===== config.mk =====
export PLATFORM = sky130hd
export DESIGN_NAME = vector_list_player
export DESIGN_NICKNAME = d
export VERILOG_FILES = /design/src/rtl/vec_pkg.sv /design/src/rtl/vlp_settle_timer.sv /design/src/rtl/vector_list_player.sv
export SDC_FILE = /design/constraint.sdc
export NUM_CORES = 1
export LEC_CHECK = 0
export BUFFER_PORTS_ARGS = -buffer_cell sky130_fd_sc_hd__buf_2
export CAP_MARGIN = 20
export CORE_MARGIN = 2
export CORE_UTILIZATION = 44
export CTS_CLUSTER_SIZE = 10
export DETAILED_ROUTE_END_ITERATION = 12
export HOLD_SLACK_MARGIN = 0.15
export PLACE_DENSITY = 0.74
export SKIP_LAST_GASP = 1
export SYNTH_ARGS = -nofsm -noshare
export SYNTH_HDL_FRONTEND = slang
export SYNTH_SLANG_ARGS = --single-unit

===== constraint.sdc =====
create_clock -name clk -period 1.55 [get_ports clk]
set_input_delay 0.155 -clock clk [delete_from_list [all_inputs] [get_ports clk]]
set_output_delay 0.155 -clock clk [all_outputs]
set_load 0.02 [all_outputs]

===== src/rtl/vec_pkg.sv =====
// Shared opcodes, command word layout and FSM state encoding
// for the display-list player.
package vec_pkg;

    localparam logic [1:0] OP_JUMP = 2'b00;
    localparam logic [1:0] OP_DRAW = 2'b01;
    localparam logic [1:0] OP_END  = 2'b10;
    localparam logic [1:0] OP_NOP  = 2'b11;

    localparam int OP_W  = 2;
    localparam int Y_LSB = 0;

    function automatic int x_lsb(input int coord_w);
        return coord_w;
    endfunction

    function automatic int op_lsb(input int coord_w);
        return 2 * coord_w;
    endfunction

    typedef enum logic [2:0] {
        ST_IDLE,
        ST_FETCH,
        ST_WAIT_DATA,
        ST_WAIT_READY,
        ST_SETTLE,
        ST_FINISH
    } vlp_state_t;

endpackage


===== src/rtl/vlp_settle_timer.sv =====
// Count-down timer holding off the sequencer after each pulse
// while the controller's ready output catches up.
module vlp_settle_timer #(
    parameter int CYCLES = 2
) (
    input  logic clk,
    input  logic reset,
    input  logic load,
    input  logic tick,
    output logic done
);

    localparam int CW = (CYCLES > 1) ? $clog2(CYCLES) : 1;

    logic [CW-1:0] cnt;

    // load arms the window so done rises on the CYCLES-th tick
    always_ff @(posedge clk) begin
        if (reset) begin
            cnt <= '0;
        end else if (load) begin
            cnt <= CW'(CYCLES - 1);
        end else if (tick && cnt != '0) begin
            cnt <= cnt - 1'b1;
        end
    end

    assign done = (cnt == '0);

endmodule


===== src/rtl/vector_list_player.sv =====
// Display-list sequencer: fetches command words and emits
// jump/draw pulses to the vector beam controller.
module vector_list_player
    import vec_pkg::*;
#(
    parameter int ADDR_W  = 10,
    parameter int COORD_W = 12,
    parameter int SETTLE  = 2
) (
    input  logic                   clk,
    input  logic                   reset,
    input  logic                   enable,
    input  logic                   frame_start,
    output logic [ADDR_W-1:0]      mem_addr,
    output logic                   mem_rd,
    input  logic [2+2*COORD_W-1:0] mem_data,
    output logic [COORD_W-1:0]     x,
    output logic [COORD_W-1:0]     y,
    output logic                   jump,
    output logic                   draw,
    input  logic                   ready,
    output logic                   busy,
    output logic                   frame_done,
    output logic [7:0]             overrun_cnt
);

    vlp_state_t state, state_d;

    logic [ADDR_W-1:0]  addr_q;
    logic [COORD_W-1:0] x_q, y_q;
    logic [1:0]         op_q;
    logic               pending_q;
    logic [7:0]         ovr_q;

    logic [1:0]         cmd_op;
    logic [COORD_W-1:0] cmd_x, cmd_y;

    logic addr_max;
    logic addr_inc, addr_clr;
    logic latch_cmd, fire;
    logic timer_load, timer_tick, settle_done;

    assign cmd_op = mem_data[op_lsb(COORD_W) +: OP_W];
    assign cmd_x  = mem_data[x_lsb(COORD_W) +: COORD_W];
    assign cmd_y  = mem_data[Y_LSB +: COORD_W];

    assign addr_max = &addr_q;

    vlp_settle_timer #(
        .CYCLES (SETTLE)
    ) u_settle (
        .clk   (clk),
        .reset (reset),
        .load  (timer_load),
        .tick  (timer_tick),
        .done  (settle_done)
    );

    // state register
    always_ff @(posedge clk) begin
        if (reset) state <= ST_IDLE;
        else       state <= state_d;
    end

    // next-state and per-state strobes
    always_comb begin
        state_d    = state;
        addr_inc   = 1'b0;
        addr_clr   = 1'b0;
        latch_cmd  = 1'b0;
        fire       = 1'b0;
        timer_load = 1'b0;
        timer_tick = 1'b0;
        unique case (state)
            ST_IDLE: begin
                if (frame_start && enable) begin
                    addr_clr = 1'b1;
                    state_d  = ST_FETCH;
                end
            end
            ST_FETCH: begin
                state_d = ST_WAIT_DATA;
            end
            ST_WAIT_DATA: begin
                unique case (cmd_op)
                    OP_NOP: begin
                        if (addr_max) begin
                            state_d = ST_FINISH;
                        end else begin
                            addr_inc = 1'b1;
                            state_d  = ST_FETCH;
                        end
                    end
                    OP_END: state_d = ST_FINISH;
                    default: begin
                        latch_cmd = 1'b1;
                        state_d   = ST_WAIT_READY;
                    end
                endcase
            end
            ST_WAIT_READY: begin
                if (ready) begin
                    fire       = 1'b1;
                    timer_load = 1'b1;
                    state_d    = ST_SETTLE;
                end
            end
            ST_SETTLE: begin
                timer_tick = 1'b1;
                if (settle_done) begin
                    if (!enable || addr_max) begin
                        state_d = ST_FINISH;
                    end else begin
                        addr_inc = 1'b1;
                        state_d  = ST_FETCH;
                    end
                end
            end
            ST_FINISH: begin
                if ((pending_q || frame_start) && enable) begin
                    addr_clr = 1'b1;
                    state_d  = ST_FETCH;
                end else begin
                    state_d = ST_IDLE;
                end
            end
            default: state_d = ST_IDLE;
        endcase
    end

    // list address counter; wraps only via FINISH
    always_ff @(posedge clk) begin
        if (reset)         addr_q <= '0;
        else if (addr_clr) addr_q <= '0;
        else if (addr_inc) addr_q <= addr_q + 1'b1;
    end

    // command latch; x/y hold until the next JUMP/DRAW
    always_ff @(posedge clk) begin
        if (reset) begin
            x_q  <= '0;
            y_q  <= '0;
            op_q <= OP_JUMP;
        end else if (latch_cmd) begin
            x_q  <= cmd_x;
            y_q  <= cmd_y;
            op_q <= cmd_op;
        end
    end

    // one-deep pending start and saturating overrun count
    always_ff @(posedge clk) begin
        if (reset) begin
            pending_q <= 1'b0;
            ovr_q     <= '0;
        end else if (state == ST_FINISH) begin
            pending_q <= 1'b0;
        end else if (frame_start && state != ST_IDLE) begin
            pending_q <= 1'b1;
            if (ovr_q != 8'hFF) ovr_q <= ovr_q + 1'b1;
        end
    end

    assign mem_addr    = addr_q;
    assign mem_rd      = (state == ST_FETCH);
    assign x           = x_q;
    assign y           = y_q;
    assign jump        = fire && (op_q == OP_JUMP);
    assign draw        = fire && (op_q == OP_DRAW);
    assign busy        = (state != ST_IDLE);
    assign frame_done  = (state == ST_FINISH);
    assign overrun_cnt = ovr_q;

endmodule


* Word level (Yosys, flattened, before mapping) *
Cells that the tools add are included.
W data, S select, Z words.

storage, ports and cells
  bits of input ports = 31
  flip-flop bits (word level) = 49
  word-level logic and storage cells = 66
  output and inout bits = 47

operators by class
  mux-type cells = 23
  equality and inequality tests = 12
  reductions and logical operators = 19
  add/sub/neg operators = 3
  bitwise gates (word level) = 1

operator list
  operator                 number
  $pmux W3 S6              1
  $mux W3                  5
  $mux W1                  14
  $add A10 B1 Y10 const B  1
  $reduce_and A10 Y1       1
  $add A8 B1 Y8 const B    1
  $ne A8 B8 Y1 const B     1
  $eq A3 B2 Y1 const B     2
  $eq A3 B3 Y1 const B     2
  $logic_and A1 B1 Y1      6
  $ne A2 B2 Y1 const B     3
  $pmux W3 S2              1
  $reduce_and A3 Y1        2
  $reduce_or A2 Y1         3
  $eq A2 B2 Y1 const B     2
  $pmux W1 S2              2
  $eq A3 B1 Y1 const B     1
  $logic_not A3 Y1         1
  $reduce_bool A3 Y1       1
  $eq A2 B1 Y1 const B     1
  $logic_not A2 Y1         1
  $logic_or A1 B1 Y1       2
  $reduce_bool A2 Y1       1
  $logic_not A1 Y1         1
  2 further kinds          2

* Longest topological paths before layout *
Gate-level depths: netlist of the first run.

  depth after elaboration = 5
  depth in mapped cells = 6
  depth with buffers taken out = 5

* By module *
A second synthesis of the first run with hierarchy kept.

second synthesis, totals
  cell total of the unflattened synthesis = 273
  area total of the unflattened synthesis = 2282.2 um2

by module, submodules not included
  module              seq. area each (um2)  instances  area an instance (um2)  cells each
  vector_list_player  960.9                 1          2239.6                  268
  vlp_settle_timer    20.0                  1          42.5                    5

* Worst setup path before layout of the first run *
No wires, ideal clock.

  path type = register to register
  start point = register addr_q[0], in the netlist mem_addr[0]
  end point = register addr_q[7], in the netlist mem_addr[7]
  setup time = 73 ps
  cell stages (with the launch flop) = 7
  period minus slack after synthesis = 1775 ps
  path buffers = 1
  slack = -225 ps
  data arrival time = 1702 ps
  required time = 1477 ps
  path through = dfxtp_1 -> ha_1 -> nand3_1 -> nor3_1 -> clkbuf_1 -> or4_1 -> a21oi_1

on the way
  cells in the longest elaborated chain, start to end = 5
  elaborated cells between the ends (all ways) = 8
  classes of those cells = add/sub (1); mux (5); reduce/logical (2)

RTL lines
  what                      line                       RTL
  start: declaration        vector_list_player.sv:29   logic [ADDR_W-1:0] addr_q;
  start signal: assignment  vector_list_player.sv:135  else if (addr_inc) addr_q <= addr_q + 1'b1;
  $reduce_and A10 Y1        vector_list_player.sv:47   assign addr_max = &addr_q;
  $logic_or A1 B1 Y1        vector_list_player.sv:111  if (!enable || addr_max) begin
  $mux W1                   vector_list_player.sv:111
  $mux W1                   vector_list_player.sv:110  if (settle_done) begin
  $pmux W1 S2               vector_list_player.sv:74   unique case (state)

Several ways; a longest one is shown, not always the timed one.
A chain may end at the register's enable or synchronous reset.

* Worst setup path after layout of the first run *
  start point = register state[0]
  end point = register addr_q[3], in the netlist mem_addr[3]

on the way
  cells in the longest elaborated chain, start to end = 3
  elaborated cells between the ends (all ways) = 7
  classes of those cells = eq/ne (3); mux (2); reduce/logical (2)

RTL lines
  what                                                     line                      RTL
  start: declaration                                       vector_list_player.sv:27  vlp_state_t state, state_d;
  start signal: assignment                                 vector_list_player.sv:62  else state <= state_d;
  $eq A3 B3 Y1 / $logic_not A3 Y1 (equally long branches)  vector_list_player.sv:74
  $pmux W1 S2                                              vector_list_player.sv:74
  $reduce_or A2 Y1 (no source line)                        n/a

Several ways; a longest one is shown, not always the timed one.

==> results of run 1 <==
-- cell type report --
| class | instances | area (sq um) | area share, % |
|---|---|---|---|
| multi-input combinational | 203 | 1270 | 36.56 |
| sequential | 49 | 997.2 | 28.71 |
| timing repair buffer | 146 | 983.4 | 28.31 |
| clock buffer | 7 | 86.33 | 2.486 |
| tap | 67 | 83.83 | 2.414 |
| clock inverter | 1 | 30.03 | 0.8646 |
| inverter | 6 | 22.52 | 0.6484 |
-- repair_timing --
action | 4_1_cts | 5_1_grt
cloned | 0 | 2
endpoints found under the setup margin | 16 | 22
hold endpoints to repair | 24 | 0
gates resized for setup | 11 | 38
hold buffers | 24 | 0
pin swaps | 1 | 14
setup buffers | 2 | 2
-- synth_stat cells, drive strengths merged, types with 3 or more instances --
cell,number,share of area (%)
o31ai,8,2.8
a211oi,3,1.0
dfxtp,49,46
clkbuf,11,1.9
nor3,8,2.1
o41ai,3,1.2
nand3,7,1.6
a21oi,45,10
o21ai,8,1.9
or4,9,3.1
nand2b,3,0.87
nor2b,3,0.87
inv,6,1.0
nand2,65,11
nor2,7,1.2
or3,3,0.87
and3,3,0.87
buf,5,1.2
-- final timing paths --
check,from,to,slack (ps),cells past startpoint
hold / removal,frame_start,overrun_cnt[4],240,3
hold reg to reg,y[11],y[11],450,2
setup / recovery,state[0],mem_addr[3],-40,5
setup reg to reg,state[0],mem_addr[3],-40,5
-- power breakdown --
group	switching (mW)	internal (mW)	leakage [nW]
combinational	0.181	0.176	0.953
sequential	0.0174	1.28	0.401
clock	0.415	0.526	0.0585
total	0.614	1.98	1.41
-- cells by family after synthesis --
| family | share of synthesized area, % |
|---|---|
| fa+ha+maj | 1.162 |
| mux | 0.4649 |
| buf+inv | 4.125 |
| flops | 45.55 |
| compound gates | 20.45 |
| simple gates | 28.24 |
-- registers in the layout (all words and copies together), names as in the netlist --
register and flops:
mem_addr 10, op_q 2, overrun_cnt 8, pending_q 1, state 3, u_settle.cnt 1, x 12, y 12
-- worst max-delay path, stage by stage (launching register included) --
cell      delay [ps]
dfxtp_4          370
nor4bb_4         280
a22oi_2          130
buf_6            150
or4_4            480
a21oi_2          120
-- metrics by stage --
step / setup WS [ps] / setup TNS, ps
6_report: -37.50 / -261.2
5_1_grt: -108.4 / -1528
4_1_cts: -85.83 / -490.6
3_5_place_dp: -129.0 / -905.2
3_3_place_gp: -71.16 / -514.5
2_1_floorplan: -48.90 / -63.75
-- layer usage --
layer / track usage, % / routed length (um)
met1: 27.45 / 2775
met2: 40.48 / 3254
met3: 5.285 / 328
met4: 7.475 / 34
met5: 0 / 0
==> impl_metrics.ini, run 1 <==
[placed_design]
place_congestion = 0.8935
dpl-instance-area_sq_um = 2883
dp.cells = 441
io_buffers = 77
post-dp-hpwl_um = 4125

[logic_synthesis]
synthesis.nets = 306
synth_flop_cell = dfxtp_1
syn-instance-count = 273
yosysSeqAreaShare_pct = 45.55
synth.yosys.warnings = 0
synthArstFlopShare_pct = 0
syn_area_per_cell_sq_um = 7.888
synth_cell_types = 40
synth-edff-count = 0
synth_area_sq_um = 2153
synth-seq-cells = 49

[sta]
fin_crit_ps = 1587
worst_hold_slack_ps = 244.9
fmaxAchievable_ghz = 0.6299
finalSetupViolCount = 12
hold_viol = 0
maxSlewViolCount = 0
worstMarginPinSlew_ps = 316.4
finalClockSkew_ps = 4.339
layout_setup_ws_ps = -37.50
min_period_over_period_pct = 102.4
rsz0062_at_grt = yes
max_slew_margin_pct = 78.75

[routing]
viasPerCell = 5.217
post_drt_wl_per_cell_um = 13.34
firstDrtPassIters = 4
drt-total-wl_um = 6392
drt_iter0_markers = 137
antenna_left = 0
num_vias = 2499
drc = 0

[cells_and_area]
final_common_cell = buf_2
final_nets = 444
mostFrequentLayoutCells = 75 x buf_2, 63 x nand2_1, 43 x buf_4, 40 x dfxtp_1, 37 x a21oi_1
antenna_cells = 0
area_growth_pct = 61.30
fin_util_pct = 73.54
nFillCells = 362
finalNonFillerCells = 479
final_area_sq_um = 3473
drive_above_1_share_pct = 42.96

[critical_path]
worstPathMaxFanout = 7
cp.arrival_ps = 1830
crit_required_ps = 1790
critPathKind = reg -> reg
critPathCaptureType = register
critPathLaunchType = register

[floorplanning]
placementRows = 25
die_h_um = 73.96
core_area_sq_um = 4723
die_x_um = 73.96
die_area_sq_um = 5469
start_util_pct = 45.59
io-pin-count = 78

[grt]
antenna_found_initial = 0
grt_overflow = 0
grt_max_degree = 21
grt_pass1_vias = 2283
grt_pass1_wl_um = 9873
grt_usage_pct = 22.90

[clock_tree]
clk_pin_slew_ps = 90
cts_num_sinks = 49
cts_tree = done
cts_buffers = 5
clk_latency_ps = 300
root_buffer = clkbuf_8
htreeDepth = 2
clockBufferDepth = 2

[min_path]
hold_path_class = in -> reg

[pwr]
p_leak_nw = 1.412
total_power_mw = 2.595
p_per_area_nw_per_um2 = 747.2
ir_drop_v = 0.0004712

[run_status]
status = complete, but fails checks
violations = negative setup slack

[flow_run]
drv_cap = 0
No activity file was read; power rests on OpenSTA's default activity.
==> inputs of run 2 (changes only) <==
- MAX_ROUTING_LAYER: default -> met4
==> run 2 against run 1 <==
  * The run still ends with negative setup slack left
  * Cell count unchanged
  * Worst hold slack improved by 1.6 ps
  * Wire length down 0.45%
  * Sequential power barely moved
  * Global-route usage rose by 0.69 points
  * Worst setup slack improved by 4.7 ps
  * Non-clock buffer count unchanged
  * Die area unchanged
  * Clock power barely moved
  * Core utilization unchanged
  * Via count hardly changed
  * Clock skew down 1.2 ps
  * Critical path type unchanged
==> impl_metrics.ini, run 2 (same netlist as run 1, synthesis figures left out) <==
[sta]
finalClockSkew_ps = 3.138
layout_setup_ws_ps = -32.80
fmaxAchievable_ghz = 0.6318
final.setup.tns_ps = -244.8
fin_crit_ps = 1583
finalSetupViolCount = 12
min_period_over_period_pct = 102.1
worstMarginPinSlew_ps = 316.4
hold_viol = 0
maxSlewViolCount = 0
max_slew_margin_pct = 78.75
rsz0062_at_grt = yes

[run_status]
violations = negative setup slack
status = complete, but fails checks

[floorplanning]
die_x_um = 73.96
start_util_pct = 45.59
placementRows = 25
die_area_sq_um = 5469
core_area_sq_um = 4723
die_h_um = 73.96
io-pin-count = 78

[placed_design]
dp_slack_ps = -129.0
post-dp-hpwl_um = 4125
place_congestion = 0.9085
io_buffers = 77

[pwr]
ir_drop_v = 0.0004712
p_per_area_nw_per_um2 = 746.6
p_leak_nw = 1.412
total_power_mw = 2.593

[critical_path]
critPathLaunchType = register
critPathKind = reg -> reg
crit_required_ps = 1790
worstPathMaxFanout = 7
critPathCaptureType = register
crit_chain = nor4bb_4, a22oi_2, buf_6, or4_4, a21oi_2
cp.arrival_ps = 1820
crit_slowest_cell = or4_4
max_stage_delay_ps = 480

[clock_tree]
clk_pin_slew_ps = 90
cts_num_sinks = 49
root_buffer = clkbuf_8
clk_latency_ps = 300
cts_buffers = 5
htreeDepth = 2
cts_tree = done
clockBufferDepth = 2

[grt]
grt_max_degree = 21
grt_pass1_vias = 2284
antenna_found_initial = 0
grt_pass1_wl_um = 9860
grt_usage_pct = 23.59
grt_overflow = 0

[min_path]
hold_path_class = in -> reg

[cells_and_area]
drive_above_1_share_pct = 42.96
final_nets = 444
nFillCells = 362
antenna_cells = 0
mostFrequentLayoutCells = 75 x buf_2, 63 x nand2_1, 43 x buf_4, 40 x dfxtp_1, 37 x a21oi_1
register_area_sq_um = 997.2
area_growth_pct = 61.30
final_common_cell = buf_2
multi_input_area_sq_um = 1270

[routing]
firstDrtPassIters = 4
antenna_left = 0
drt-total-wl_um = 6363
num_vias = 2498
post_drt_wl_per_cell_um = 13.28
drt_iter0_markers = 155
viasPerCell = 5.215
drc = 0

[flow_run]
drv_cap = 0
-- run 2: cell counts in the layout (fill, tap and decap cells not counted) --
Identical to the previous run, type by type.
-- run 2: stage by stage --
step	instance area [sq um]	utilization, %	cells	hold WS (ps)
6_report	3473	73.54	479	246.4
5_1_grt	3473	73.54	479	252.2
4_1_cts	3294	69.75	475	202.9
3_5_place_dp	2883	61.03	441	401.7
3_3_place_gp	2883	61.03	441	395.6
2_1_floorplan	2183	-	273	291.0
-- run 2: path summary, 6_finish.rpt --
kind / startpoint / to / slack, ps / cells after the start
hold reg to reg: y[9] / y[9] / 450 / 2
setup / recovery: state[0] / mem_addr[3] / -30 / 5
hold / removal: frame_start / overrun_cnt[4] / 250 / 3
setup reg to reg: state[0] / mem_addr[3] / -30 / 5
-- run 2: cell type report --
class | count | area share, %
clock buffers | 7 | 2.486
inverters | 6 | 0.6484
flip-flops and latches | 49 | 28.71
multi-input cells | 203 | 36.56
clock inverters | 1 | 0.8646
repair buffers | 146 | 28.31
well taps | 67 | 2.414
-- run 2: what timing repair did --
item                       in CTS  in global routing
resized for setup              11                 38
hold endpoints to repair       24                  0
buffers inserted                2                  2
hold buffers                   24                  0
setup endpoints to repair      16                 22
pin swaps                       1                 14
cloned                          0                  2
-- run 2: critical path: cells and delay by family, from the launching register on --
kind	cells	cell delay, ps
simple gates	2	760
buf+inv	1	150
compound gates	2	250
flops	1	370
-- run 2: where the power goes --
part	switching (mW)	leakage [nW]	internal, mW
Clock	0.412	0.0585	0.526
Combinational	0.181	0.953	0.176
Sequential	0.0175	0.401	1.28
Total	0.611	1.41	1.98
-- run 2: layer usage --
metal  vias to the layer above  routed length, um  GRT usage (%)  part of all wire [%]
met5                         -                  0              -                     0
met4                         0                 34          7.475                  0.53
met3                         4                354          5.014                   5.6
met2                        66               3234          40.48                    51
met1                      1173               2740          27.53                    43
li1                       1255                  -              -                     -
==> inputs of run 3 (changes only) <==
- CORE_ASPECT_RATIO: default -> 0.5
- CORE_UTILIZATION: 44 -> 46
- CTS_BUF_LIST: default -> sky130_fd_sc_hd__clkbuf_4
- PLACE_DENSITY: 0.74 -> 0.77
==> run 3 against run 2 <==
  * The flow still finishes with violations (negative setup slack)
  * Critical path depth unchanged
  * Cell area increased by 4.5%
  * Count of clock-buffer cells in the layout decreased by 2
  * Sequential power about the same
  * Sequential share of layout area decreased by 0.96 points
  * Non-clock buffer count increased by 10
  * Worst hold slack got worse by 43 ps
  * Power decreased by 9.1%
  * Register-to-register slack got worse by 140 ps
  * Clock skew increased by 7.4 ps
  * Critical path type unchanged
  * Largest power group unchanged
==> impl_metrics.ini, run 3 (same netlist as run 1, synthesis figures left out) <==
[sta]
finalSetupViolCount = 23
fin_crit_ps = 1723
finalClockSkew_ps = 10.54
rsz0062_at_grt = yes
maxSlewViolCount = 0
min_period_over_period_pct = 111.2
max_slew_margin_pct = 74.21
fmaxAchievable_ghz = 0.5803
worstMarginPinSlew_ps = 386.9
hold_viol = 0
layout_setup_ws_ps = -173.4

[clock_tree]
root_buffer = clkbuf_4
htreeDepth = 2
cts_num_sinks = 49
clk_pin_slew_ps = 150
clk_latency_ps = 390
cts_buffers = 5
clockBufferDepth = 2
cts_tree = done

[pwr]
ir_drop_v = 0.0004019
p_per_area_nw_per_um2 = 649.7
total_power_mw = 2.358
p_leak_nw = 1.478

[cells_and_area]
fin_util_pct = 81.65
finalNonFillerCells = 478
mostFrequentLayoutCells = 73 x buf_2, 62 x nand2_1, 42 x buf_4, 38 x dfxtp_1, 35 x a21oi_1
drive_above_1_share_pct = 44.42
antenna_cells = 0
multi_input_area_sq_um = 1301
final_nets = 453
final_common_cell = buf_2
final_area_sq_um = 3630
nFillCells = 269
area_growth_pct = 68.56
register_area_sq_um = 1007

[critical_path]
cp.arrival_ps = 2060
critPathLaunchType = register
crit_family = simple AND/OR/NAND/NOR gates
crit_required_ps = 1880
crit_slowest_cell = or4_4
critPathKind = reg -> reg
ff2ff_setup_slack_ps = -170
r2r-start = state[2]
path_buf_inv = 1
r2r_end = mem_addr[5]
critPathCaptureType = register
worstPathMaxFanout = 8
max_stage_delay_ps = 490
crit_chain = nor4bb_2, a22oi_1, buf_4, or4_4, a21oi_2
rr_worst_depth = 5

[routing]
firstDrtPassIters = 5
viasPerCell = 5.590
drt_iter0_markers = 158
num_vias = 2672
drc = 0
drt-total-wl_um = 7653
post_drt_wl_per_cell_um = 16.01
antenna_left = 0

[min_path]
min_delay_worst_endpoint = state[1]
worstHoldStart = ready
min_delay_path_depth = 4
hold_path_class = in -> reg

[floorplanning]
core_area_sq_um = 4446
die_area_sq_um = 5278
die_x_um = 100.8
die_h_um = 52.38
placementRows = 17
start_util_pct = 48.44
io-pin-count = 78

[run_status]
status = complete, but fails checks
violations = negative setup slack

[placed_design]
place_congestion = 0.8582
dpl-instance-area_sq_um = 2815
dp.cells = 422
io_buffers = 77
post-dp-hpwl_um = 3908

[grt]
grt_overflow = 0
grt_pass1_wl_um = 10450
grt_usage_pct = 25.73
grt_max_degree = 26
grt_pass1_vias = 2319
antenna_found_initial = 0

[flow_run]
drv_cap = 0
## run 3: cell type report
class / count / area share (%)
repair buffers: 156 / 32.23
well taps: 57 / 1.965
inverters: 6 / 0.6205
flip-flops and latches: 49 / 27.75
clock inverters: 3 / 0.5515
clock buffers: 5 / 1.034
multi-input cells: 202 / 35.85
## run 3: worst register-to-register path: cells and delay by family (launching register included)
family / cells / cell delay (ps)
flops: 1 / 390
buf+inv: 1 / 190
compound gates: 2 / 290
simple gates: 2 / 800
## run 3: power by group
part	switching, mW	internal [mW]	total (mW)
logic	0.204	0.220	0.424
clock network	0.460	0.178	0.638
registers	0.0204	1.28	1.30
total	0.684	1.67	2.36
## run 3: worst max path at each step
stage	startpoint	endpoint	slack (ps)	depth (start not counted)
4_1_cts	state[2]	draw	-100	4
5_1_grt	state[2]	mem_addr[5]	-230	5
3_5_place_dp	state[2]	mem_addr[7]	-100	5
6_report	state[2]	mem_addr[5]	-170	5
2_1_floorplan	mem_addr[0]	mem_addr[7]	-50	6
3_3_place_gp	state[2]	mem_addr[7]	-50	5
## run 3: layer usage
layer	share of wire [%]	up-vias	GRT usage [%]	wire length (um)
li1	-	1268	-	-
met1	42	1260	29.92	3237
met2	48	113	46.00	3708
met3	6.0	31	4.800	460
met4	3.2	0	8.219	246
met5	0	-	-	0
## run 3: repair_timing
action | 4_1_cts | 5_1_grt
endpoints found under the setup margin | 16 | 23
resized for setup | 18 | 50
gates cloned | 0 | 4
hold buffers | 28 | 0
setup buffers | 7 | 9
endpoints found under the hold margin | 32 | 0
pin swaps | 2 | 25
## run 3: through the flow
step / hold slack [ps] / TNS (ps) / setup WS (ps)
finish: 203.3 / -1284 / -173.4
global route: 202.6 / -3424 / -232.9
CTS: 161.0 / -543.2 / -102.3
detailed placement: 400.1 / -459.7 / -95.05
global placement: 395.3 / -117.2 / -48.24
floorplan: 291.0 / -63.75 / -48.90
